--- src/rtl/ysyx_23060061_wb_arbiter_pkg.sv ---
// Shared definitions for the GPR write-back arbiter.
//   WB_ADDR_W  : default GPR index width
//   WB_DATA_W  : default GPR data width
//   WB_QDEPTH  : default per-source queue depth
//   wb_entry_t : one queued write-back result {rd, data}
package ysyx_23060061_wb_arbiter_pkg;

    localparam int unsigned WB_ADDR_W = 5;
    localparam int unsigned WB_DATA_W = 32;
    localparam int unsigned WB_QDEPTH = 2;

    typedef struct packed {
        logic [WB_ADDR_W-1:0] rd;
        logic [WB_DATA_W-1:0] data;
    } wb_entry_t;

endpackage

--- src/rtl/ysyx_23060061_wb_arbiter_if.sv ---
// Bus bundle between the result producers / decode (master) and the write-back arbiter (slave).
//   exu_*     : EXU result valid/ready channel
//   lsu_*     : LSU load result valid/ready channel
//   iss_*     : decode issue marking a destination busy
//   chk_*     : decode hazard query and its combinational stall answer
//   gpr_*     : registered GPR file write port
interface ysyx_23060061_wb_arbiter_if
    import ysyx_23060061_wb_arbiter_pkg::*;
#(
    parameter int unsigned ADDR_WIDTH = WB_ADDR_W,
    parameter int unsigned DATA_WIDTH = WB_DATA_W
);
    logic                  exu_valid;
    logic                  exu_ready;
    logic [ADDR_WIDTH-1:0] exu_rd;
    logic [DATA_WIDTH-1:0] exu_data;
    logic                  lsu_valid;
    logic                  lsu_ready;
    logic [ADDR_WIDTH-1:0] lsu_rd;
    logic [DATA_WIDTH-1:0] lsu_data;
    logic                  iss_valid;
    logic [ADDR_WIDTH-1:0] iss_rd;
    logic [ADDR_WIDTH-1:0] chk_rs1;
    logic [ADDR_WIDTH-1:0] chk_rs2;
    logic [ADDR_WIDTH-1:0] chk_rd;
    logic                  chk_stall;
    logic                  gpr_wen;
    logic [ADDR_WIDTH-1:0] gpr_waddr;
    logic [DATA_WIDTH-1:0] gpr_wdata;

    modport master (
        output exu_valid, exu_rd, exu_data,
        output lsu_valid, lsu_rd, lsu_data,
        output iss_valid, iss_rd, chk_rs1, chk_rs2, chk_rd,
        input  exu_ready, lsu_ready, chk_stall,
        input  gpr_wen, gpr_waddr, gpr_wdata
    );

    modport slave (
        input  exu_valid, exu_rd, exu_data,
        input  lsu_valid, lsu_rd, lsu_data,
        input  iss_valid, iss_rd, chk_rs1, chk_rs2, chk_rd,
        output exu_ready, lsu_ready, chk_stall,
        output gpr_wen, gpr_waddr, gpr_wdata
    );

endinterface

--- src/rtl/ysyx_23060061_wb_fifo.sv ---
// Small synchronous FIFO holding results from one producer.
//   clk, rst  : clock, synchronous active-high reset (empties the queue)
//   in_valid  : producer has an entry; accepted when in_ready is also high
//   in_ready  : queue not full and not in reset
//   in_data   : entry to push
//   pop       : consumer takes the head entry this cycle (ignored when empty)
//   empty     : queue holds no entries
//   head      : oldest entry, valid while !empty
module ysyx_23060061_wb_fifo
    import ysyx_23060061_wb_arbiter_pkg::*;
#(
    parameter int unsigned DEPTH = WB_QDEPTH,
    parameter type         T     = wb_entry_t
) (
    input  logic clk,
    input  logic rst,
    input  logic in_valid,
    output logic in_ready,
    input  T     in_data,
    input  logic pop,
    output logic empty,
    output T     head
);
    localparam int unsigned PW = $clog2(DEPTH);
    localparam int unsigned CW = PW + 1;

    T              mem [DEPTH];
    logic [PW-1:0] wr_ptr;
    logic [PW-1:0] rd_ptr;
    logic [CW-1:0] count;
    logic          push;
    logic          pop_ok;

    // Ready looks only at the registered count: a same-cycle pop never frees a slot early.
    always_comb begin
        empty    = (count == '0);
        in_ready = !rst && (count != CW'(DEPTH));
        push     = in_valid && in_ready;
        pop_ok   = pop && !empty;
        head     = mem[rd_ptr];
    end

    // Pointers wrap naturally since DEPTH is a power of two; count separates full from empty.
    always_ff @(posedge clk) begin
        if (rst) begin
            wr_ptr <= '0;
            rd_ptr <= '0;
            count  <= '0;
        end else begin
            if (push)   wr_ptr <= wr_ptr + PW'(1);
            if (pop_ok) rd_ptr <= rd_ptr + PW'(1);
            count <= count + CW'(push) - CW'(pop_ok);
        end
    end

    // Storage needs no reset; only the count decides what is valid.
    always_ff @(posedge clk) begin
        if (push) mem[wr_ptr] <= in_data;
    end

endmodule

--- src/rtl/ysyx_23060061_wb_arbiter.sv ---
// GPR write-back arbiter: queues EXU and LSU results, grants one write per cycle
// (round-robin when both are pending, LSU first after reset), drives the registered
// GPR write port and keeps a per-register busy scoreboard for decode hazard stalls.
//   clk, rst : clock, synchronous active-high reset
//   bus      : slave side of ysyx_23060061_wb_arbiter_if (producers, issue/check, GPR port)
module ysyx_23060061_wb_arbiter
    import ysyx_23060061_wb_arbiter_pkg::*;
#(
    parameter int unsigned ADDR_WIDTH = WB_ADDR_W,
    parameter int unsigned DATA_WIDTH = WB_DATA_W,
    parameter int unsigned QDEPTH     = WB_QDEPTH
) (
    input logic                     clk,
    input logic                     rst,
    ysyx_23060061_wb_arbiter_if.slave bus
);
    localparam int unsigned NREG = 1 << ADDR_WIDTH;

    typedef struct packed {
        logic [ADDR_WIDTH-1:0] rd;
        logic [DATA_WIDTH-1:0] data;
    } entry_t;

    entry_t                exu_in, lsu_in, exu_head, lsu_head, win;
    logic                  exu_empty, lsu_empty;
    logic                  pop_exu, pop_lsu, contested;
    logic                  lsu_turn;
    logic                  wen_q;
    logic [ADDR_WIDTH-1:0] waddr_q;
    logic [DATA_WIDTH-1:0] wdata_q;
    logic [NREG-1:0]       busy_q, busy_d;

    always_comb begin
        exu_in.rd   = bus.exu_rd;
        exu_in.data = bus.exu_data;
        lsu_in.rd   = bus.lsu_rd;
        lsu_in.data = bus.lsu_data;
    end

    ysyx_23060061_wb_fifo #(.DEPTH(QDEPTH), .T(entry_t)) u_exu_q (
        .clk      (clk),
        .rst      (rst),
        .in_valid (bus.exu_valid),
        .in_ready (bus.exu_ready),
        .in_data  (exu_in),
        .pop      (pop_exu),
        .empty    (exu_empty),
        .head     (exu_head)
    );

    ysyx_23060061_wb_fifo #(.DEPTH(QDEPTH), .T(entry_t)) u_lsu_q (
        .clk      (clk),
        .rst      (rst),
        .in_valid (bus.lsu_valid),
        .in_ready (bus.lsu_ready),
        .in_data  (lsu_in),
        .pop      (pop_lsu),
        .empty    (lsu_empty),
        .head     (lsu_head)
    );

    // One pop per cycle; lsu_turn only matters when both queues hold entries.
    always_comb begin
        pop_exu   = 1'b0;
        pop_lsu   = 1'b0;
        contested = !exu_empty && !lsu_empty;
        if (contested) begin
            if (lsu_turn) pop_lsu = 1'b1;
            else          pop_exu = 1'b1;
        end else if (!lsu_empty) begin
            pop_lsu = 1'b1;
        end else if (!exu_empty) begin
            pop_exu = 1'b1;
        end
        win = pop_lsu ? lsu_head : exu_head;
    end

    // Round-robin pointer flips on every contested grant.
    always_ff @(posedge clk) begin
        if (rst)            lsu_turn <= 1'b1;
        else if (contested) lsu_turn <= !lsu_turn;
    end

    // GPR write port; x0 entries are consumed without raising the enable.
    always_ff @(posedge clk) begin
        if (rst) begin
            wen_q   <= 1'b0;
            waddr_q <= '0;
            wdata_q <= '0;
        end else begin
            wen_q <= (pop_exu || pop_lsu) && (win.rd != '0);
            if (pop_exu || pop_lsu) begin
                waddr_q <= win.rd;
                wdata_q <= win.data;
            end
        end
    end

    // Busy clears on the edge the GPR file captures the write; a same-edge issue re-sets it.
    always_comb begin
        busy_d = busy_q;
        if (wen_q) busy_d[waddr_q] = 1'b0;
        if (bus.iss_valid && (bus.iss_rd != '0)) busy_d[bus.iss_rd] = 1'b1;
        busy_d[0] = 1'b0;
    end

    always_ff @(posedge clk) begin
        if (rst) busy_q <= '0;
        else     busy_q <= busy_d;
    end

    always_comb begin
        bus.gpr_wen   = wen_q;
        bus.gpr_waddr = waddr_q;
        bus.gpr_wdata = wdata_q;
        bus.chk_stall = busy_q[bus.chk_rs1] | busy_q[bus.chk_rs2] | busy_q[bus.chk_rd];
    end

endmodule

--- src/flat_wrapper.sv ---
// flat-port wrapper written by rule: the top's interface ports become plain ports
module ysyx_23060061_wb_arbiter_flat import ysyx_23060061_wb_arbiter_pkg::*;
#(
    parameter int unsigned ADDR_WIDTH = WB_ADDR_W,
    parameter int unsigned DATA_WIDTH = WB_DATA_W,
    parameter int unsigned QDEPTH     = WB_QDEPTH
)
  (clk, rst, bus_exu_valid, bus_exu_rd, bus_exu_data, bus_lsu_valid, bus_lsu_rd, bus_lsu_data, bus_iss_valid, bus_iss_rd, bus_chk_rs1, bus_chk_rs2, bus_chk_rd, bus_exu_ready, bus_lsu_ready, bus_chk_stall, bus_gpr_wen, bus_gpr_waddr, bus_gpr_wdata);
  ysyx_23060061_wb_arbiter_if #(.ADDR_WIDTH(ADDR_WIDTH), .DATA_WIDTH(DATA_WIDTH)) bus_i ();
  input logic clk;
  input logic rst;
  input wire logic [$bits(bus_i.exu_valid)-1:0] bus_exu_valid;
  input wire logic [$bits(bus_i.exu_rd)-1:0] bus_exu_rd;
  input wire logic [$bits(bus_i.exu_data)-1:0] bus_exu_data;
  input wire logic [$bits(bus_i.lsu_valid)-1:0] bus_lsu_valid;
  input wire logic [$bits(bus_i.lsu_rd)-1:0] bus_lsu_rd;
  input wire logic [$bits(bus_i.lsu_data)-1:0] bus_lsu_data;
  input wire logic [$bits(bus_i.iss_valid)-1:0] bus_iss_valid;
  input wire logic [$bits(bus_i.iss_rd)-1:0] bus_iss_rd;
  input wire logic [$bits(bus_i.chk_rs1)-1:0] bus_chk_rs1;
  input wire logic [$bits(bus_i.chk_rs2)-1:0] bus_chk_rs2;
  input wire logic [$bits(bus_i.chk_rd)-1:0] bus_chk_rd;
  output wire logic [$bits(bus_i.exu_ready)-1:0] bus_exu_ready;
  output wire logic [$bits(bus_i.lsu_ready)-1:0] bus_lsu_ready;
  output wire logic [$bits(bus_i.chk_stall)-1:0] bus_chk_stall;
  output wire logic [$bits(bus_i.gpr_wen)-1:0] bus_gpr_wen;
  output wire logic [$bits(bus_i.gpr_waddr)-1:0] bus_gpr_waddr;
  output wire logic [$bits(bus_i.gpr_wdata)-1:0] bus_gpr_wdata;
  assign bus_i.exu_valid = bus_exu_valid;
  assign bus_i.exu_rd = bus_exu_rd;
  assign bus_i.exu_data = bus_exu_data;
  assign bus_i.lsu_valid = bus_lsu_valid;
  assign bus_i.lsu_rd = bus_lsu_rd;
  assign bus_i.lsu_data = bus_lsu_data;
  assign bus_i.iss_valid = bus_iss_valid;
  assign bus_i.iss_rd = bus_iss_rd;
  assign bus_i.chk_rs1 = bus_chk_rs1;
  assign bus_i.chk_rs2 = bus_chk_rs2;
  assign bus_i.chk_rd = bus_chk_rd;
  assign bus_exu_ready = bus_i.exu_ready;
  assign bus_lsu_ready = bus_i.lsu_ready;
  assign bus_chk_stall = bus_i.chk_stall;
  assign bus_gpr_wen = bus_i.gpr_wen;
  assign bus_gpr_waddr = bus_i.gpr_waddr;
  assign bus_gpr_wdata = bus_i.gpr_wdata;
  ysyx_23060061_wb_arbiter #(.ADDR_WIDTH(ADDR_WIDTH), .DATA_WIDTH(DATA_WIDTH), .QDEPTH(QDEPTH)) u_core (.clk(clk), .rst(rst), .bus(bus_i));
endmodule
--- config.mk ---
export PLATFORM = sky130hd
export DESIGN_NAME = ysyx_23060061_wb_arbiter_flat
export DESIGN_NICKNAME = d
export VERILOG_FILES = /design/src/rtl/ysyx_23060061_wb_arbiter_pkg.sv /design/src/rtl/ysyx_23060061_wb_arbiter_if.sv /design/src/rtl/ysyx_23060061_wb_fifo.sv /design/src/rtl/ysyx_23060061_wb_arbiter.sv /design/src/flat_wrapper.sv
export SDC_FILE = /design/constraint.sdc
export NUM_CORES = 1
export LEC_CHECK = 0
export BUFFER_PORTS_ARGS = -buffer_cell sky130_fd_sc_hd__buf_2
export CORE_ASPECT_RATIO = 2
export CORE_UTILIZATION = 50
export DETAILED_ROUTE_END_ITERATION = 16
export HOLD_SLACK_MARGIN = 0.02
export PLACE_DENSITY = 0.78
export SLEW_MARGIN = 5
export SYNTH_ARGS = -nofsm -noshare
export SYNTH_HDL_FRONTEND = slang
export SYNTH_HIERARCHICAL = 1
export SYNTH_SLANG_ARGS = --single-unit
--- constraint.sdc ---
create_clock -name clk -period 10.4 [get_ports clk]
set_clock_uncertainty 0.2 [all_clocks]
set_input_delay 0.52 -clock clk [delete_from_list [all_inputs] [get_ports clk]]
set_output_delay 0.52 -clock clk [all_outputs]
set_load 0.02 [all_outputs]
-- Word level (Yosys, flattened, before mapping)
Memory sizes are Yosys's and may differ from the RTL's. A register that Yosys moved wholly into a read port is not among the register bits.
Index checks and enable logic that the tools add are counted.
- register bits after elaboration: 79
- memory bits (writable): 148
- input port bits: 99
- output and inout bits: 41
- word-level logic and storage cells: 84
- memories kept: 2
- $add $sub $neg: 8
- order comparisons: 7
- eq/ne operators: 2
- multiplexer cells: 28
- bitwise logic cells: 5
- reduce and logical (&&, ||, !) cells: 20
- memory list (memory ; words ; bits a word ; rd ports ; clocked after memory_dff ; write ports ; RTL line ; text):
    u_core.u_exu_q.mem ; 2 ; 37 ; 1 ; 1 ; 1 ; ysyx_23060061_wb_fifo.sv:27 ; T mem [DEPTH];
    u_core.u_lsu_q.mem ; 2 ; 37 ; 1 ; 1 ; 1 ; ysyx_23060061_wb_fifo.sv:27 ;
- operator list (operator ; number):
    32-bit 2-to-1 mux ; 2
    37-bit 2-to-1 mux ; 1
    32-bit bitwise AND ; 1
    32-bit inverter ; 1
    32-bit OR ; 1
    5-bit by 6-bit less-than comparator with 1-bit output, second input constant ; 5
    1-bit 2-to-1 mux ; 20
    1-bit binary-select mux with 5-bit select ; 3
    1-bit logical AND ; 11
    1-bit demux with 5-bit select ; 2
    5-bit by 1-bit greater-or-equal comparator with 1-bit output, second input constant ; 2
    5-bit nonzero test ; 2
    1-bit adder, second input constant ; 4
    2-bit by 1-bit adder with 2-bit output ; 2
    1-bit logical NOT ; 4
    2-bit logical NOT ; 2
    2-bit inequality test, second input constant ; 2
    2-bit by 1-bit subtractor with 2-bit output ; 2
    1-bit OR ; 2
    1-bit logical OR ; 1

-- Longest topological paths before layout
- depth in word-level cells: 9
- gate-level depth with buffers: 13

-- Modules after synthesis
Netlist, hierarchy kept.
- modules (own cells, without submodules) (module ; times used ; cells an instance ; area each (um2)):
    ysyx_23060061_wb_fifo ; 2 ; 142 ; 3065.4
    ysyx_23060061_wb_arbiter ; 1 ; 499 ; 4020.1

-- Worst setup path after synthesis
No wires, ideal clock.
- path type: input -> register
- start point: input port bus_exu_valid
- end point: memory u_core/u_exu_q/mem[0][0] (netlist bit), enable pin
- library setup time: 477 ps
- arrival time: 3111 ps
- path slack: 6612 ps
- cell stages on the path: 2
- path buffers: 0
- cell sequence: nand2_1 nor3_1
- cells in the longest elaborated chain, start to end: 3
- RTL lines (element ; RTL line ; text):
    start: declaration ; flat_wrapper.sv:12 ; input wire logic [$bits(bus_i.exu_valid)-1:0] bus_exu_valid;
    1-bit logical AND ; ysyx_23060061_wb_fifo.sv:38 ; push = in_valid && in_ready;
    1-bit 2-to-1 mux ; ysyx_23060061_wb_fifo.sv:58 ; if (push) mem[wr_ptr] <= in_data;
    1-bit 2-to-1 mux (not written as such) ; ysyx_23060061_wb_fifo.sv:58 ;
    end: declaration ; ysyx_23060061_wb_fifo.sv:27 ;
Every way passes these cells.

-- Worst setup path in the final report
- start point: register u_core.u_lsu_q.count[1]
- end point: register u_core.u_exu_q.count[1]
- cells in the longest elaborated chain, start to end: 6
- elaborated cells between the ends (all ways): 7
- those cells by class: add/sub: 1; mux: 2; reduce/logical: 4
- RTL lines (element ; RTL line ; text):
    start: declaration ; ysyx_23060061_wb_fifo.sv:30 ; logic [CW-1:0] count;
    start signal: assignment ; ysyx_23060061_wb_fifo.sv:52 ; count <= count + CW'(push) - CW'(pop_ok);
    2-bit logical NOT (*) ; ysyx_23060061_wb_fifo.sv:36 ; empty = (count == '0);
    via u_core.lsu_empty ; ysyx_23060061_wb_arbiter.sv:25 ; logic exu_empty, lsu_empty;
    1-bit logical NOT ; ysyx_23060061_wb_arbiter.sv:66 ; contested = !exu_empty && !lsu_empty;
    1-bit logical AND ; ysyx_23060061_wb_arbiter.sv:66 ;
    1-bit 2-to-1 mux (*) ; ysyx_23060061_wb_arbiter.sv:67 ; if (contested) begin
    via u_core.pop_exu ; ysyx_23060061_wb_arbiter.sv:26 ; logic pop_exu, pop_lsu, contested;
    1-bit logical AND (*) ; ysyx_23060061_wb_fifo.sv:39 ; pop_ok = pop && !empty;
    via u_core.u_exu_q.pop_ok ; ysyx_23060061_wb_fifo.sv:32 ; logic pop_ok;
    2-bit by 1-bit subtractor with 2-bit output (*) ; ysyx_23060061_wb_fifo.sv:52 ;
    end signal: assignment ; ysyx_23060061_wb_fifo.sv:52 ;
    end: declaration ; ysyx_23060061_wb_fifo.sv:30 ;
The timed path passes the listed nets; every way through them passes the cells marked *.
A chain may end at the register's enable or synchronous reset.

==> impl_results.md <==
- Total global routing overflow: 0
- Top FF cell, synth: edfxtp_1
- DRT Wirelength: 25.3 mm
- Sequential share of power: 42.8%
- Fill count: approximately 1600
- Fin. max-slew vios: 0
- Sw Ratio: 33.2%
- Dpl hpwl: ~17 mm
- CTS tree: built
- Biggest area consumer among synthesized cells: edfxtp_1
- N_diodes: 0
- Setup TNS: 0 ns
- Drt wl/cell: between 20 and 25 um
- Num Clock Sinks: between 200 and 250
- Synth unique cells: 50
- Core Area: roughly 20000 sq um
- Area contributors post-synth: edfxtp_1, dfxtp_1, mux2_4
- Critical path class: reg -> reg
- Top cell type's share of synthesized area: between 40% and 50%
- I/O Buffers: 139
- Crit path max fanout: 39
- Worst path required time: ~11 ns
- Sequential area share after synthesis: 59.6%
- Avg Cell Area, Syn: 13.0 sq um
- Drc violations: 0
- Antenna violations before repair: 0
- Iter 0 DRT Violations: between 400 and 500
- Ys Warns: 6
- Pint: 1.84 mW
- Pwr dens: about 230 nW/um^2
- Tcrit/Tclk final: a little over a third
- Share of cells above drive strength 1: 29.6%
- RSZ-0062 raised after global routing: false
- Combinational power share: a little under a third
- First-pass GRT wire length: ~38 mm
- Hold Crit Class: in -> reg
- Worst Max-Slew Pin Slew: about 1.3 ns
- Worst setup SP type: flop
- Number of global-route vias before repair: around 7000
- Boundary pin count: 140
- Die H: 204 um
- CP arrival: around 3.8 ns
- Clock share of power: 25.8%
- Overall power: about 2.8 mW
- Post-Syn Area: roughly 10000 sq um
- Maximum VDD drop: approximately 0.23 mV
- Leakage power figure: between 4 and 5 nW
- Final Net Count: approximately 1100
- Status: completed
- Via count: a little over 7000
- Syn Nets: slightly below 900
- Max-cap viol count: 0
- Clock buffer depth: 3
- Final hold slack: around 0.025 ns
- Most common cell after layout, fill and taps aside: edfxtp_1
- Post-synth EDFFs: 148
- Clock Tree Root: clkbuf_16
- Final GP Congestion: roughly 0.85
- Full die area: ~21000 sq um
- Drt via density: 5.74
- Clk_lat worst skew: between 0.4 and 0.5 ns
- Post-CTS Hold Buffers: 37
- NetSw: ~900 uW
- H-tree levels: 1
- Synthesis-stage register bit count: between 200 and 250
- Setup-failing EPs final: 0
- Max_slew headroom: ~11%
- Initial core utilization: between 50% and 60%
- Final min period: approximately 3.7 ns
- Largest net degree at the start of global routing: between 80 and 90
- Most frequent cells in the layout: edfxtp_1, buf_2, a21oi_1
- Gate count after technology mapping: between 700 and 800
- CTS clk-pin slew, worst paths: approximately 0.06 ns
- GRT Total Usage: between 20% and 30%
- Final Hold Vio Count: 0
- Chip width: between 100 and 150 um
- Post-synth ARST share: 0%
- Setup bufs post-CTS: 0
- CTS resizes: 0
- Worst Setup End Kind: flop
- ANT nets after route: 0
- Synthesis-to-finish area growth: 18.3%
- Drt first pass iters: 5
- # rows: 73
- Maximum clock rate: 0.273 GHz
- Total CTS buffers: 21
[per-layer routing]
layer	share of wire [%]	vias to the layer above	track usage, %
met5	0	-	0
met4	7.6	0	16.3
met3	6.3	102	4.25
met2	55	313	46.6
met1	31	3350	22.1
li1	-	3276	-
[state kept, by name (all words and copies together) (netlist names), named ones only]
signal / cells
u_core/busy_q: 31
u_core/bus.gpr_waddr: 5
u_core/u_lsu_q/count: 2
u_core/u_lsu_q/mem: 74
u_core/bus.gpr_wdata: 32
u_core/u_exu_q/rd_ptr: 1
u_core/u_exu_q/wr_ptr: 1
u_core/lsu_turn: 1
u_core/u_lsu_q/wr_ptr: 1
u_core/bus.gpr_wen: 1
u_core/u_lsu_q/rd_ptr: 1
u_core/u_exu_q/mem: 74
u_core/u_exu_q/count: 2
[critical path: stages, from the launching register on]
cell and delay, ns:
dfxtp_1 0.41, nor2_2 0.04, buf_4 0.23, clkinv_1 0.07
buf_4 0.33, a21o_1 0.87, inv_1 0.25, o21a_1 0.21
ha_1 0.29, inv_1 0.06, ha_1 0.15, xor2_1 0.17
and2_1 0.14, nor3_1 0.04
[Yosys cell counts, types with 3 or more instances]
master	number
edfxtp_1	148
a21oi_1	101
dfxtp_1	80
o21ai_0	65
mux2_4	60
nor2_1	58
nand2_1	48
o21bai_1	33
clkbuf_1	31
mux2_2	23
mux4_2	12
inv_1	9
nor3_1	9
a311oi_1	6
buf_12	6
nand3b_1	6
nor3b_1	6
and3_1	5
buf_2	5
mux4_1	5
and3b_1	4
buf_6	4
ha_1	4
mux2i_1	4
nand2b_1	4
or3b_2	4
nand3_1	3
nand4_1	3
nor2b_1	3
[kinds of logic (layout without fill, tap and decap cells)]
| logic type | after synthesis | after routing | synth area share, % |
|---|---|---|---|
| AOI/OAI and AO/OA | 222 | 222 | 12.5 |
| xor gates and xnor gates | 4 | 4 | 0.345 |
| adders and majority gates | 4 | 4 | 0.493 |
| buffers and inverters | 58 | 239 | 3.46 |
| DFF | 228 | 228 | 59.6 |
| muxes | 104 | 104 | 15.8 |
| and+or+nand+nor | 163 | 163 | 7.89 |
[stage by stage]
step	worst slack [ns]	cells	cell area [sq um]	util [%]
detailed placement	6.78	1146	11000	55.0
global route	6.44	1226	12000	60.3
floorplan	6.61	783	10200	-
global placement	6.89	1146	11000	55.0
CTS	6.78	1220	12000	60.0
finish	6.74	1226	12000	60.3
[layout make-up]
class,instances,area (sq um),share of cell area (%)
sequential,228,6050,50.4
multi-input combinational,497,3770,31.4
timing repair buffer,192,1200,10.0
clock buffer,25,541,4.50
tap,262,328,2.73
clock inverter,12,86.3,0.719
inverter,10,37.5,0.313
[power groups by stage]
stage / clock [mW] / combinational (mW) / sequential (mW)
floorplan: 0 / 0.607 / 1.22
global placement: 0 / 0.833 / 1.19
detailed placement: 0 / 0.849 / 1.20
CTS: 0.719 / 0.863 / 1.18
global route: 0.757 / 0.934 / 1.19
finish: 0.712 / 0.869 / 1.18
[worst paths after layout]
kind	startpoint	cells past startpoint	slack, ns	end
worst min register to register	u_core/busy_q[3]	2	0.31	u_core/busy_q[3]
worst max register to register	u_core/u_lsu_q/count[1]	13	6.74	u_core/u_exu_q/count[1]
worst max-delay path	u_core/u_lsu_q/count[1]	13	6.74	u_core/u_exu_q/count[1]
worst min-delay path	bus_exu_data[19]	1	0.02	u_core/u_exu_q/mem[0][19]
Note: power is estimated with default switching activity, not from simulation.
